File: src/rtl/chain_counter.sv
// chain_counter: cascadable multi-digit modulo counter driven by an AND enable chain.
// Stage k advances when en_in is high and every lower stage sits at its terminal value.
// tc_out is combinational (en_in AND all stages terminal) so instances chain tc_out -> en_in.
// Optional macro CHAIN_COUNTER_DOWN_EN adds the up_dn input (1=up, 0=down); without it the
// counter is up-only.
module chain_counter #(
  parameter int unsigned STAGES = 2,
  parameter int unsigned WIDTH  = 4,
  parameter int unsigned MODULO = 10
) (
  input  logic                      clk,
  input  logic                      reset_n,
  input  logic                      en_in,
`ifdef CHAIN_COUNTER_DOWN_EN
  input  logic                      up_dn,
`endif
  input  logic                      clr,
  input  logic                      load,
  input  logic [STAGES*WIDTH-1:0]   load_val,
  output logic [STAGES*WIDTH-1:0]   count,
  output logic                      tc_out,
  output logic                      load_err
);

  localparam int unsigned   TOTAL_W   = STAGES * WIDTH;
  localparam logic [WIDTH-1:0] MAX_DIGIT = WIDTH'(MODULO - 1);
  // One extra bit so MODULO == 2**WIDTH is representable for the saturation compare.
  localparam logic [WIDTH:0]   MOD_EXT   = (WIDTH + 1)'(MODULO);

  logic                 up;
  logic [STAGES:0]      chain;
  logic [TOTAL_W-1:0]   next_count;
  logic [TOTAL_W-1:0]   load_next;
  logic                 load_sat;
  logic [WIDTH-1:0]     digit;
  logic [WIDTH-1:0]     ld_digit;
  logic                 term;

`ifdef CHAIN_COUNTER_DOWN_EN
  assign up = up_dn;
`else
  assign up = 1'b1;
`endif

  // Enable chain, per-stage increment/decrement with wrap, and saturated load value.
  always_comb begin
    chain      = '0;
    chain[0]   = en_in;
    next_count = count;
    load_next  = '0;
    load_sat   = 1'b0;
    digit      = '0;
    ld_digit   = '0;
    term       = 1'b0;
    for (int k = 0; k < STAGES; k++) begin
      digit        = count[k*WIDTH +: WIDTH];
      term         = up ? (digit == MAX_DIGIT) : (digit == '0);
      chain[k+1]   = chain[k] & term;
      if (chain[k]) begin
        if (term) begin
          next_count[k*WIDTH +: WIDTH] = up ? '0 : MAX_DIGIT;
        end else begin
          next_count[k*WIDTH +: WIDTH] = up ? (digit + WIDTH'(1)) : (digit - WIDTH'(1));
        end
      end
      ld_digit = load_val[k*WIDTH +: WIDTH];
      if ({1'b0, ld_digit} >= MOD_EXT) begin
        load_next[k*WIDTH +: WIDTH] = MAX_DIGIT;
        load_sat                    = 1'b1;
      end else begin
        load_next[k*WIDTH +: WIDTH] = ld_digit;
      end
    end
  end

  assign tc_out = chain[STAGES];

  // Count register and load-error flag; clr beats load beats count.
  always_ff @(posedge clk or negedge reset_n) begin
    if (!reset_n) begin
      count    <= '0;
      load_err <= 1'b0;
    end else if (clr) begin
      count    <= '0;
      load_err <= 1'b0;
    end else if (load) begin
      count    <= load_next;
      load_err <= load_sat;
    end else begin
      count    <= next_count;
    end
  end

endmodule

File: config.mk
export PLATFORM = sky130hd
export DESIGN_NAME = chain_counter
export DESIGN_NICKNAME = d
export VERILOG_FILES = /design/src/rtl/chain_counter.sv
export SDC_FILE = /design/constraint.sdc
export NUM_CORES = 1
export LEC_CHECK = 0
export CAP_MARGIN = 20
export CORE_AREA = 2 2 46 48
export DETAILED_ROUTE_END_ITERATION = 16
export DIE_AREA = 0 0 48 50
export SYNTH_ARGS = -nofsm -noshare
export SYNTH_HDL_FRONTEND = slang
export SYNTH_SLANG_ARGS = --single-unit
File: constraint.sdc
create_clock -name clk -period 1.5 [get_ports clk]
set_clock_uncertainty 0.05 [all_clocks]
set_input_delay 0.3 -clock clk [delete_from_list [all_inputs] [get_ports clk]]
set_output_delay 0.3 -clock clk [all_outputs]
set_load 0.005 [all_outputs]
==> results.sh, run 1 <==
export IMPL_synth_enable_flop_cells=0
export IMPL_pwr_share_seq=0.370
export IMPL_grt_max_degree=11
export IMPL_run_status="finished with violations"
export IMPL_overflow=0
export IMPL_place_area_um2=987
export IMPL_tns_ns=-0.0573
export IMPL_clockPowerShare=0.256
export IMPL_async_flop_share=1.00
export IMPL_synthDistinctLibCells=34
export IMPL_path_clk_slew_ns=0.06
export IMPL_critPathKind="reg2out"
export IMPL_cts_htree_levels=1
export IMPL_leakage_nw=0.521
export IMPL_synthCells=70
export IMPL_grt_pass1_vias=711
export IMPL_yosysSeqAreaShare=0.359
export IMPL_vias_per_cell=4.99
export IMPL_finalWirelength_um=2010
export IMPL_fmax_mhz=652
export IMPL_synth_top_area_frac=0.359
export IMPL_die_x_um=48
export IMPL_yosys_cell_count_top_type="dfrtp_1"
export IMPL_violations="setup timing"
export IMPL_grt_usage=0.188
export IMPL_r2r_start="count[0]$_DFFE_PN0P_"
export IMPL_combinationalPowerShare=0.374
export IMPL_diodes=0
export IMPL_place_hpwl_um=1290
export IMPL_synth_warnings=0
export IMPL_cts_root_buf="clkbuf_4"
export IMPL_nNetsFinal=135
export IMPL_rows=16
export IMPL_rrSetupSlack_ns=-0.02
export IMPL_p_int_uw=516
export IMPL_rsz0062_at_grt="yes"
export IMPL_synth_ff_type="dfrtp_1"
export IMPL_cts_tree="built"
export IMPL_synth_area_top_cells="dfrtp_1 36%, ha_1 8.0%, o21ai_0 4.0%, nand3b_1 3.6%, nor2_1 3.6%"
export IMPL_relSlewSlack=0.681
export IMPL_die_area_mm2=0.00240
export IMPL_cp_start_kind="register"
export IMPL_drc_errors=0
export IMPL_period_share=1.02
export IMPL_grt_pass1_wl_um=3200
export IMPL_drt_first_pass_iters=4
export IMPL_initial_core_util=0.330
export IMPL_die_h_um=50
export IMPL_worstPathRequired_ns=1.15
export IMPL_cp_end_kind="output pin"
export IMPL_switching_share=0.294
export IMPL_stdcell_area_mm2=0.00118
export IMPL_hold_path_class="in2async"
export IMPL_layout_setup_ws_ns=-0.0327
export IMPL_crit_arrival_ns=1.18
export IMPL_first_iter_violations=3
export IMPL_drt_antenna_violating_nets=0
export IMPL_finalSetupViolations=2
export IMPL_synth_common_cells="9 x dfrtp_1, 6 x nor2_1, 5 x o21ai_0"
export IMPL_io_pins=23
export IMPL_clockBufferDepth=2
export IMPL_ir_worst_vdd_v=0.000573
export IMPL_worst_pin_slew_ns=0.477
export IMPL_via_count=718
export IMPL_port_buffers=22
export IMPL_p_per_area_mw_per_mm2=618
export IMPL_sequential_cell_area_um2=225
export IMPL_antenna_found_initial=0
export IMPL_synth_seq_cells=9
export IMPL_wire_per_inst_um=14.0
export IMPL_place_congestion=0.796
export IMPL_max_cap_violations=0
export IMPL_finalHoldViolCount=0
export IMPL_cts_made_buffers=3
export IMPL_timing_critical_path_from="count[4]$_DFFE_PN0P_"
export IMPL_p_sw_uw=215
export IMPL_nFillCells=170
export IMPL_synth_largest_area_cell="dfrtp_1"
export IMPL_layout_drive_gt1_share=0.427
export IMPL_core_mm2=0.00190
export IMPL_clk_latency_ns=0.26
export IMPL_path_max_fanout=2
export IMPL_multi_input_area_um2=493
export IMPL_syn_nets=87
export IMPL_syn2layout_area_growth_pct=88.8
export IMPL_min_period_ns=1.53
export IMPL_syn_area_um2=627
export IMPL_slew_violations=0
export IMPL_synth_area_per_cell_um2=8.96
export IMPL_cts_sinks=9
-- routing by layer --
metal / part of all wire / GRT usage / up-vias
li1: - / - / 351
met4: 0.023 / 0.0721 / 0
met3: 0.040 / 0.0586 / 4
met1: 0.44 / 0.244 / 344
met5: 0 / 0 / -
met2: 0.50 / 0.282 / 19
-- cells by family after synthesis --
logic type,count (synthesis),share of synthesized area
AOI/OAI and AO/OA,23,0.246
and+or+nand+nor,24,0.224
adders and majority gates,4,0.0798
xor gates and xnor gates,1,0.0140
muxes,2,0.0319
buffers and inverters,7,0.0459
DFF,9,0.359
-- critical path, cell delays in order (launching register included) --
cell and delay (ns):
dfrtp_1 0.38, buf_6 0.12, ha_4 0.15, nand3b_1 0.10, nor2_1 0.05, buf_2 0.12
-- power groups by stage --
| stage | Clock [mW] | Combinational, mW | Sequential, mW |
|---|---|---|---|
| floorplan | 0 | 0.0750 | 0.285 |
| global placement | 0 | 0.214 | 0.272 |
| detailed placement | 0 | 0.216 | 0.273 |
| CTS | 0.195 | 0.237 | 0.270 |
| global route | 0.207 | 0.300 | 0.272 |
| finish | 0.187 | 0.273 | 0.271 |
-- through the flow --
| stage | std cells | hold WS [ns] | utilization | worst slack, ns | total power, mW |
|---|---|---|---|---|---|
| after CTS | 143 | 0.306 | 0.576 | -0.0670 | 0.702 |
| after global placement | 132 | 0.489 | 0.519 | -0.393 | 0.486 |
| after detailed placement | 132 | 0.502 | 0.519 | -0.388 | 0.488 |
| final | 144 | 0.298 | 0.622 | -0.0327 | 0.731 |
| after floorplan | 70 | -0.0456 | - | 0.0601 | 0.360 |
| after global routing | 144 | 0.324 | 0.622 | -0.101 | 0.779 |
-- sequential cells by signal (all words and copies together) (netlist names) --
signal,count
count,8
load_err,1
-- cell type report --
| class | instances | share of cell area |
|---|---|---|
| well taps | 27 | 0.0285 |
| repair buffers | 46 | 0.330 |
| flip-flops and latches | 9 | 0.190 |
| clock buffers | 4 | 0.0222 |
| multi-input cells | 54 | 0.416 |
| inverters | 4 | 0.0127 |
-- final timing paths --
check / cells after the start / endpoint
min: 1 / count[3]$_DFFE_PN0P_
max: 5 / tc_out
min in group clk: 2 / load_err$_DFFE_PN0P_
min reg2reg: 2 / load_err$_DFFE_PN0P_
max in group asynchronous: 1 / count[1]$_DFFE_PN0P_
max reg2reg: 6 / count[2]$_DFFE_PN0P_
-- cell usage in the layout (no fill, tap or decap), drive strengths merged --
master          n
buf            25
clkdlybuf4s50  13
dfrtp           9
nor2            6
dlygate4sd2     6
o21ai           5
a21oi           5
clkbuf          5
ha              4
inv             4
nand2           4
nand3b          3
a31oi           2
mux2i           2
a211oi          2
nor2b           2
nand4b          1
xnor2           1
nor3b           1
a2111oi         1
nand2b          1
nor4            1
and4b           1
a21boi          1
a221oi          1
a311oi          1
or3b            1
a21o            1
nand3           1
nor3            1
or3             1
o21a            1
a22oi           1
o211ai          1
a2bb2oi         1
clkdlybuf4s15   1
-- repair_timing --
action                     CTS  global route
pin swaps                    4            11
hold endpoints to repair     0             0
gates resized for setup     22            20
setup endpoints to repair   10             8
hold buffers                 0             0
setup buffers                7             5
Note: power is estimated with default switching activity, not from simulation.
==> run 2: changes to the inputs <==
--- a/config.mk
+++ b/config.mk
@@ -6,9 +6,11 @@
 export NUM_CORES = 1
 export LEC_CHECK = 0
 export CAP_MARGIN = 20
-export CORE_AREA = 2 2 46 48
+export CORE_AREA = 2 2 42 52
 export DETAILED_ROUTE_END_ITERATION = 16
-export DIE_AREA = 0 0 48 50
+export DIE_AREA = 0 0 44 54
+export PLACE_DENSITY = 0.65
+export RECOVER_POWER = 50
 export SYNTH_ARGS = -nofsm -noshare
 export SYNTH_HDL_FRONTEND = slang
 export SYNTH_SLANG_ARGS = --single-unit
==> run 2 against run 1 <==
Against the previous run:
- the run still ends with setup timing left
- global-route usage is 0.92 points lower
- clock power is 4% higher
- non-clock buffer count increased by 4
- sequential cell count unchanged
- sequential share of layout area is 0.45 points lower
- via count up 1.5%
- cell area is 2.4% higher
- highest routed layer unchanged
- cell count shrank 2.1%
- die area decreased by 1.0%
- first-iteration DRC count grew to 4.0 times the previous value
- sequential power is essentially flat
- register-to-register slack got worse by 0.07 ns
==> results.sh, run 2 (synthesis gave the netlist of run 1 again) <==
export IMPL_top_register="count"
export IMPL_stdcell_area_mm2=0.00121
export IMPL_slew_violations=0
export IMPL_nFillCells=159
export IMPL_initial_core_util=0.324
export IMPL_path_clk_slew_ns=0.07
export IMPL_drt_antenna_violating_nets=0
export IMPL_hold_buffers=0
export IMPL_layout_setup_ws_ns=-0.0883
export IMPL_path_max_fanout=2
export IMPL_rr_worst_depth=7
export IMPL_run_status="finished with violations"
export IMPL_cp_common_cell="buf_6"
export IMPL_cp_end_kind="register"
export IMPL_final_cell_mix="21 x buf_4, 12 x clkdlybuf4s50_1, 9 x dfrtp_1"
export IMPL_die_h_um=54
export IMPL_antenna_found_initial=0
export IMPL_first_iter_violations=12
export IMPL_clk_latency_ns=0.26
export IMPL_violations="setup timing"
export IMPL_nNetsFinal=139
export IMPL_period_share=1.06
export IMPL_largest_reg_flops=8
export IMPL_ir_worst_vdd_v=0.000347
export IMPL_hold_path_class="in2async"
export IMPL_sequential_cell_area_um2=225
export IMPL_cp_start_kind="register"
export IMPL_die_area_mm2=0.00238
export IMPL_diodes=0
export IMPL_cts_made_buffers=3
export IMPL_cts_tree="built"
export IMPL_worstPathRequired_ns=1.63
export IMPL_place_congestion=0.781
export IMPL_whs_ns=0.372
export IMPL_drt_first_pass_iters=4
export IMPL_finalSetupViolations=6
export IMPL_rows=18
export IMPL_finalWirelength_um=1900
export IMPL_finalHoldViolCount=0
export IMPL_overflow=0
export IMPL_dpl_worst_slack_ns=-0.397
export IMPL_via_count=729
export IMPL_p_per_area_mw_per_mm2=619
export IMPL_final_common_cell="buf_4"
export IMPL_syn2layout_area_growth_pct=93.4
export IMPL_grt_usage=0.178
export IMPL_cts_root_buf="clkbuf_4"
export IMPL_clockBufferDepth=2
export IMPL_top_regs="count: 8 flops, load_err: 1 flops"
export IMPL_grt_pass1_vias=726
export IMPL_leakage_nw=0.555
export IMPL_critPathKind="reg2reg"
export IMPL_min_period_ns=1.59
export IMPL_drc_errors=0
export IMPL_layout_drive_gt1_share=0.397
export IMPL_io_pins=23
export IMPL_core_mm2=0.00194
export IMPL_rsz0062_at_grt="yes"
export IMPL_crit_arrival_ns=1.72
export IMPL_grt_max_degree=11
export IMPL_die_x_um=44
export IMPL_wire_per_inst_um=13.4
export IMPL_crit_slowest_cell="dfrtp_1"
export IMPL_cts_sinks=9
export IMPL_multi_input_area_um2=482
export IMPL_power_uw=750
export IMPL_worst_pin_slew_ns=0.459
export IMPL_place_hpwl_um=1320
export IMPL_fmax_mhz=630
export IMPL_max_cap_violations=0
export IMPL_place_area_mm2=0.00101
export IMPL_port_buffers=22
export IMPL_grt_pass1_wl_um=3090
export IMPL_worstPathCellList="buf_6 > ha_4 > buf_6 > nand2_4 > or3b_1 > a21o_1 > a21oi_2"
export IMPL_vias_per_cell=5.17
export IMPL_cts_htree_levels=1
export IMPL_cpPeakStageDelay_ns=0.41
export IMPL_relSlewSlack=0.693
## run 2: path summary, 6_finish.rpt
kind,start,to,slack [ns]
setup reg to reg,count[0]$_DFFE_PN0P_,count[2]$_DFFE_PN0P_,-0.09
max in group asynchronous,reset_n,count[2]$_DFFE_PN0P_,0.71
min in group clk,load_val[2],count[2]$_DFFE_PN0P_,0.59
setup / recovery,count[0]$_DFFE_PN0P_,count[2]$_DFFE_PN0P_,-0.09
hold / removal,reset_n,count[6]$_DFFE_PN0P_,0.37
hold reg to reg,load_err$_DFFE_PN0P_,load_err$_DFFE_PN0P_,0.62
## run 2: final cells by class
cell class                 count  area share
clock buffer                   4      0.0217
inverter                       4      0.0124
multi-input combinational     54       0.397
sequential                     9       0.186
tap                           20      0.0206
timing repair buffer          50       0.362
## run 2: critical path: cells and delay by family (launching register included)
kind / cells / cell delay, ns
DFF: 1 / 0.41
adders and majority gates: 1 / 0.15
buffers and inverters: 2 / 0.24
and+or+nand+nor: 2 / 0.39
AOI/OAI and AO/OA: 2 / 0.27
## run 2: routing by layer
layer	share of wire	GRT usage
met5	0	0
met4	0.0084	0.0758
met3	0.027	0.0336
met2	0.58	0.336
met1	0.39	0.192
## run 2: through the flow
stage | setup TNS [ns] | cells | utilization
after floorplan | 0 | 70 | -
after global placement | -1.39 | 129 | 0.521
after detailed placement | -1.48 | 129 | 0.521
after CTS | -0.332 | 140 | 0.576
after global routing | -0.842 | 141 | 0.626
final | -0.296 | 141 | 0.626
## run 2: repair_timing
action / 4_1_cts / 5_1_grt
setup buffers: 7 / 3
pin swaps: 7 / 8
endpoints found under the setup margin: 12 / 11
gates cloned: 0 / 0
gates resized for setup: 22 / 19
hold endpoints to repair: 0 / 0
## run 2: where the power goes
part / internal, mW / switching (mW)
Clock: 0.103 / 0.0910
Sequential: 0.259 / 0.0109
Combinational: 0.164 / 0.122
==> run 3: changes to the inputs <==
--- a/config.mk
+++ b/config.mk
@@ -5,11 +5,13 @@
 export SDC_FILE = /design/constraint.sdc
 export NUM_CORES = 1
 export LEC_CHECK = 0
+export ABC_AREA = 1
 export CAP_MARGIN = 20
-export CORE_AREA = 2 2 42 52
+export CORE_AREA = 2 2 41 51
+export CTS_CLUSTER_SIZE = 12
 export DETAILED_ROUTE_END_ITERATION = 16
-export DIE_AREA = 0 0 44 54
-export PLACE_DENSITY = 0.65
+export DIE_AREA = 0 0 43 53
+export PLACE_DENSITY = 0.7
 export RECOVER_POWER = 50
 export SYNTH_ARGS = -nofsm -noshare
 export SYNTH_HDL_FRONTEND = slang
==> run 3 against run 2 <==
Against the previous run:
- sequential cell count is the same
- global-route usage shrank 0.11 points
- sequential share of layout area grew 2.4 points
- the run still ends with setup timing left
- cell area shrank 11%
- largest cell class unchanged
- clock-buffer cell count is the same
- combinational power shrank 4%
- synthesized area grew 6.0%
- die area shrank 4.1%
- setup slack gained 0.045 ns
- sequential power grew 3%
==> results.sh, run 3 <==
export IMPL_whs_ns=0.366
export IMPL_ir_worst_vdd_v=0.000362
export IMPL_synth_area_top_cells="dfrtp_1 34%, nand2_1 18%, inv_1 8.5%, o21ai_0 8.3%, ha_1 7.5%"
export IMPL_p_per_area_mw_per_mm2=692
export IMPL_finalHoldViolCount=0
export IMPL_min_period_ns=1.54
export IMPL_clk_latency_ns=0.26
export IMPL_grt_pass1_vias=716
export IMPL_yosysSeqAreaShare=0.339
export IMPL_core_mm2=0.00179
export IMPL_final_cell_mix="30 x nand2_1, 13 x buf_4, 12 x inv_1"
export IMPL_drt_first_pass_iters=4
export IMPL_max_cap_violations=0
export IMPL_place_area_mm2=0.00101
export IMPL_synth_area_per_cell_um2=6.58
export IMPL_worstPathRequired_ns=1.15
export IMPL_diodes=0
export IMPL_top_regs="count: 8 flops, load_err: 1 flops"
export IMPL_drt_antenna_violating_nets=0
export IMPL_die_x_um=43
export IMPL_synth_warnings=0
export IMPL_wire_per_inst_um=11.1
export IMPL_first_iter_violations=14
export IMPL_antenna_found_initial=0
export IMPL_top_register="count"
export IMPL_violations="setup timing"
export IMPL_crit_arrival_ns=1.19
export IMPL_yosys_area_share_simple=0.354
export IMPL_grt_pass1_wl_um=3060
export IMPL_leakage_nw=0.566
export IMPL_overflow=0
export IMPL_synth_xor_area_frac=0.0132
export IMPL_place_hpwl_um=1280
export IMPL_layout_drive_gt1_share=0.203
export IMPL_final_common_cell="nand2_1"
export IMPL_drc_errors=0
export IMPL_vias_per_cell=4.87
export IMPL_io_pins=23
export IMPL_cts_made_buffers=3
export IMPL_place_congestion=0.838
export IMPL_dpl_worst_slack_ns=-0.372
export IMPL_path_clk_slew_ns=0.06
export IMPL_path_max_fanout=3
export IMPL_crit_slowest_cell="dfrtp_1"
export IMPL_stdcell_area_mm2=0.00108
export IMPL_cp_end_kind="output pin"
export IMPL_nNetsFinal=161
export IMPL_syn_area_um2=664
export IMPL_relSlewSlack=0.702
export IMPL_synth_compound_area_frac=0.128
export IMPL_layout_setup_ws_ns=-0.0436
export IMPL_muxShareOfSynthArea=0
export IMPL_cp_start_kind="register"
export IMPL_cts_sinks=9
export IMPL_synth_top_area_frac=0.339
export IMPL_syn_nets=118
export IMPL_cts_htree_levels=1
export IMPL_nFillCells=175
export IMPL_die_h_um=53
export IMPL_synth_enable_flop_cells=0
export IMPL_async_flop_share=1.00
export IMPL_grt_usage=0.177
export IMPL_cts_root_buf="clkbuf_4"
export IMPL_run_status="finished with violations"
export IMPL_clockBufferDepth=2
export IMPL_synth_ff_type="dfrtp_1"
export IMPL_synthDistinctLibCells=16
export IMPL_synth_largest_area_cell="dfrtp_1"
export IMPL_via_count=789
export IMPL_slew_violations=0
export IMPL_worstPathCellList="buf_6 > ha_4 > nand4_1 > nor2_1 > buf_2"
export IMPL_finalWirelength_um=1800
export IMPL_rsz0062_at_grt="yes"
export IMPL_multi_input_area_um2=404
export IMPL_port_buffers=22
export IMPL_critPathKind="reg2out"
export IMPL_yosys_area_share_adder=0.0753
export IMPL_hold_path_class="in2async"
export IMPL_worst_pin_slew_ns=0.445
export IMPL_cpPeakStageDelay_ns=0.40
export IMPL_syn2layout_area_growth_pct=62.0
export IMPL_cts_tree="built"
export IMPL_grt_max_degree=11
export IMPL_power_uw=745
export IMPL_period_share=1.03
export IMPL_synth_common_cells="31 x nand2_1, 15 x inv_1, 11 x nor2_1, 11 x o21ai_0, 9 x dfrtp_1"
export IMPL_die_area_mm2=0.00228
export IMPL_largest_reg_flops=8
export IMPL_rows=17
export IMPL_synth_seq_cells=9
export IMPL_synthCells=101
export IMPL_sequential_cell_area_um2=225
export IMPL_finalSetupViolations=3
export IMPL_fmax_mhz=648
export IMPL_initial_core_util=0.372
export IMPL_yosys_cell_count_top_type="nand2_1"
export IMPL_synth_top_family_by_area="simple AND/OR/NAND/NOR gates"
[run 3: changes by cell type after synthesis, sizes merged, moves of 3 or more]
cell,change
nand3b,-3
inv,+12
nand2,+29
nand4,+3
a21oi,-3
buf,-3
o21ai,+6
nor2,+6
nand3,+6
[run 3: power breakdown]
part           internal (mW)  switching, mW
Sequential             0.265         0.0138
Clock                  0.103         0.0882
Combinational          0.145          0.130
Total                  0.513          0.232
[run 3: cell families (layout without fill, tap and decap cells)]
group	Yosys count	count (layout)
AOI/OAI and AO/OA	16	16
xor gates and xnor gates	1	1
adders and majority gates	4	4
buffers and inverters	16	58
DFF	9	9
and+or+nand+nor	55	55
[run 3: per-stage QoR]
step           std cells  TNS (ns)   util
2_1_floorplan        101         0      -
3_3_place_gp         155    -0.599  0.563
3_5_place_dp         155    -0.393  0.563
4_1_cts              162   -0.0752  0.588
5_1_grt              162    -0.279  0.602
6_report             162   -0.0868  0.602
[run 3: critical path: cells and delay by family, from the launching register on]
kind | cells | cell delay [ns]
flops | 1 | 0.40
simple gates | 2 | 0.15
buf+inv | 2 | 0.25
fa+ha+maj | 1 | 0.15
[run 3: path summary, 6_finish.rpt]
check / from / end / slack, ns / depth (start not counted)
min: reset_n / count[0]$_DFFE_PN0P_ / 0.37 / 1
min reg2reg: load_err$_DFFE_PN0P_ / load_err$_DFFE_PN0P_ / 0.54 / 2
max reg2reg: count[0]$_DFFE_PN0P_ / count[6]$_DFFE_PN0P_ / 0.18 / 9
min in group clk: load_err$_DFFE_PN0P_ / load_err$_DFFE_PN0P_ / 0.54 / 2
max in group asynchronous: reset_n / count[5]$_DFFE_PN0P_ / 0.73 / 1
max: count[0]$_DFFE_PN0P_ / tc_out / -0.04 / 5
[run 3: cell type report]
cell class,count,share of cell area
inverter,16,0.0558
tap,19,0.0221
clock buffer,4,0.0244
timing repair buffer,38,0.313
multi-input combinational,76,0.376
sequential,9,0.209
[run 3: routing by layer]
layer / track usage / routed length [um]
met1: 0.218 / 821
met5: 0 / 0
met3: 0.0102 / 54
met4: 0.0909 / 34
met2: 0.311 / 884
[run 3: repair_timing]
action                     4_1_cts  5_1_grt
gates resized for setup         15       10
buffers inserted                 3        1
setup endpoints to repair        9        6
hold buffers                     0        0
pin swaps                        2        3
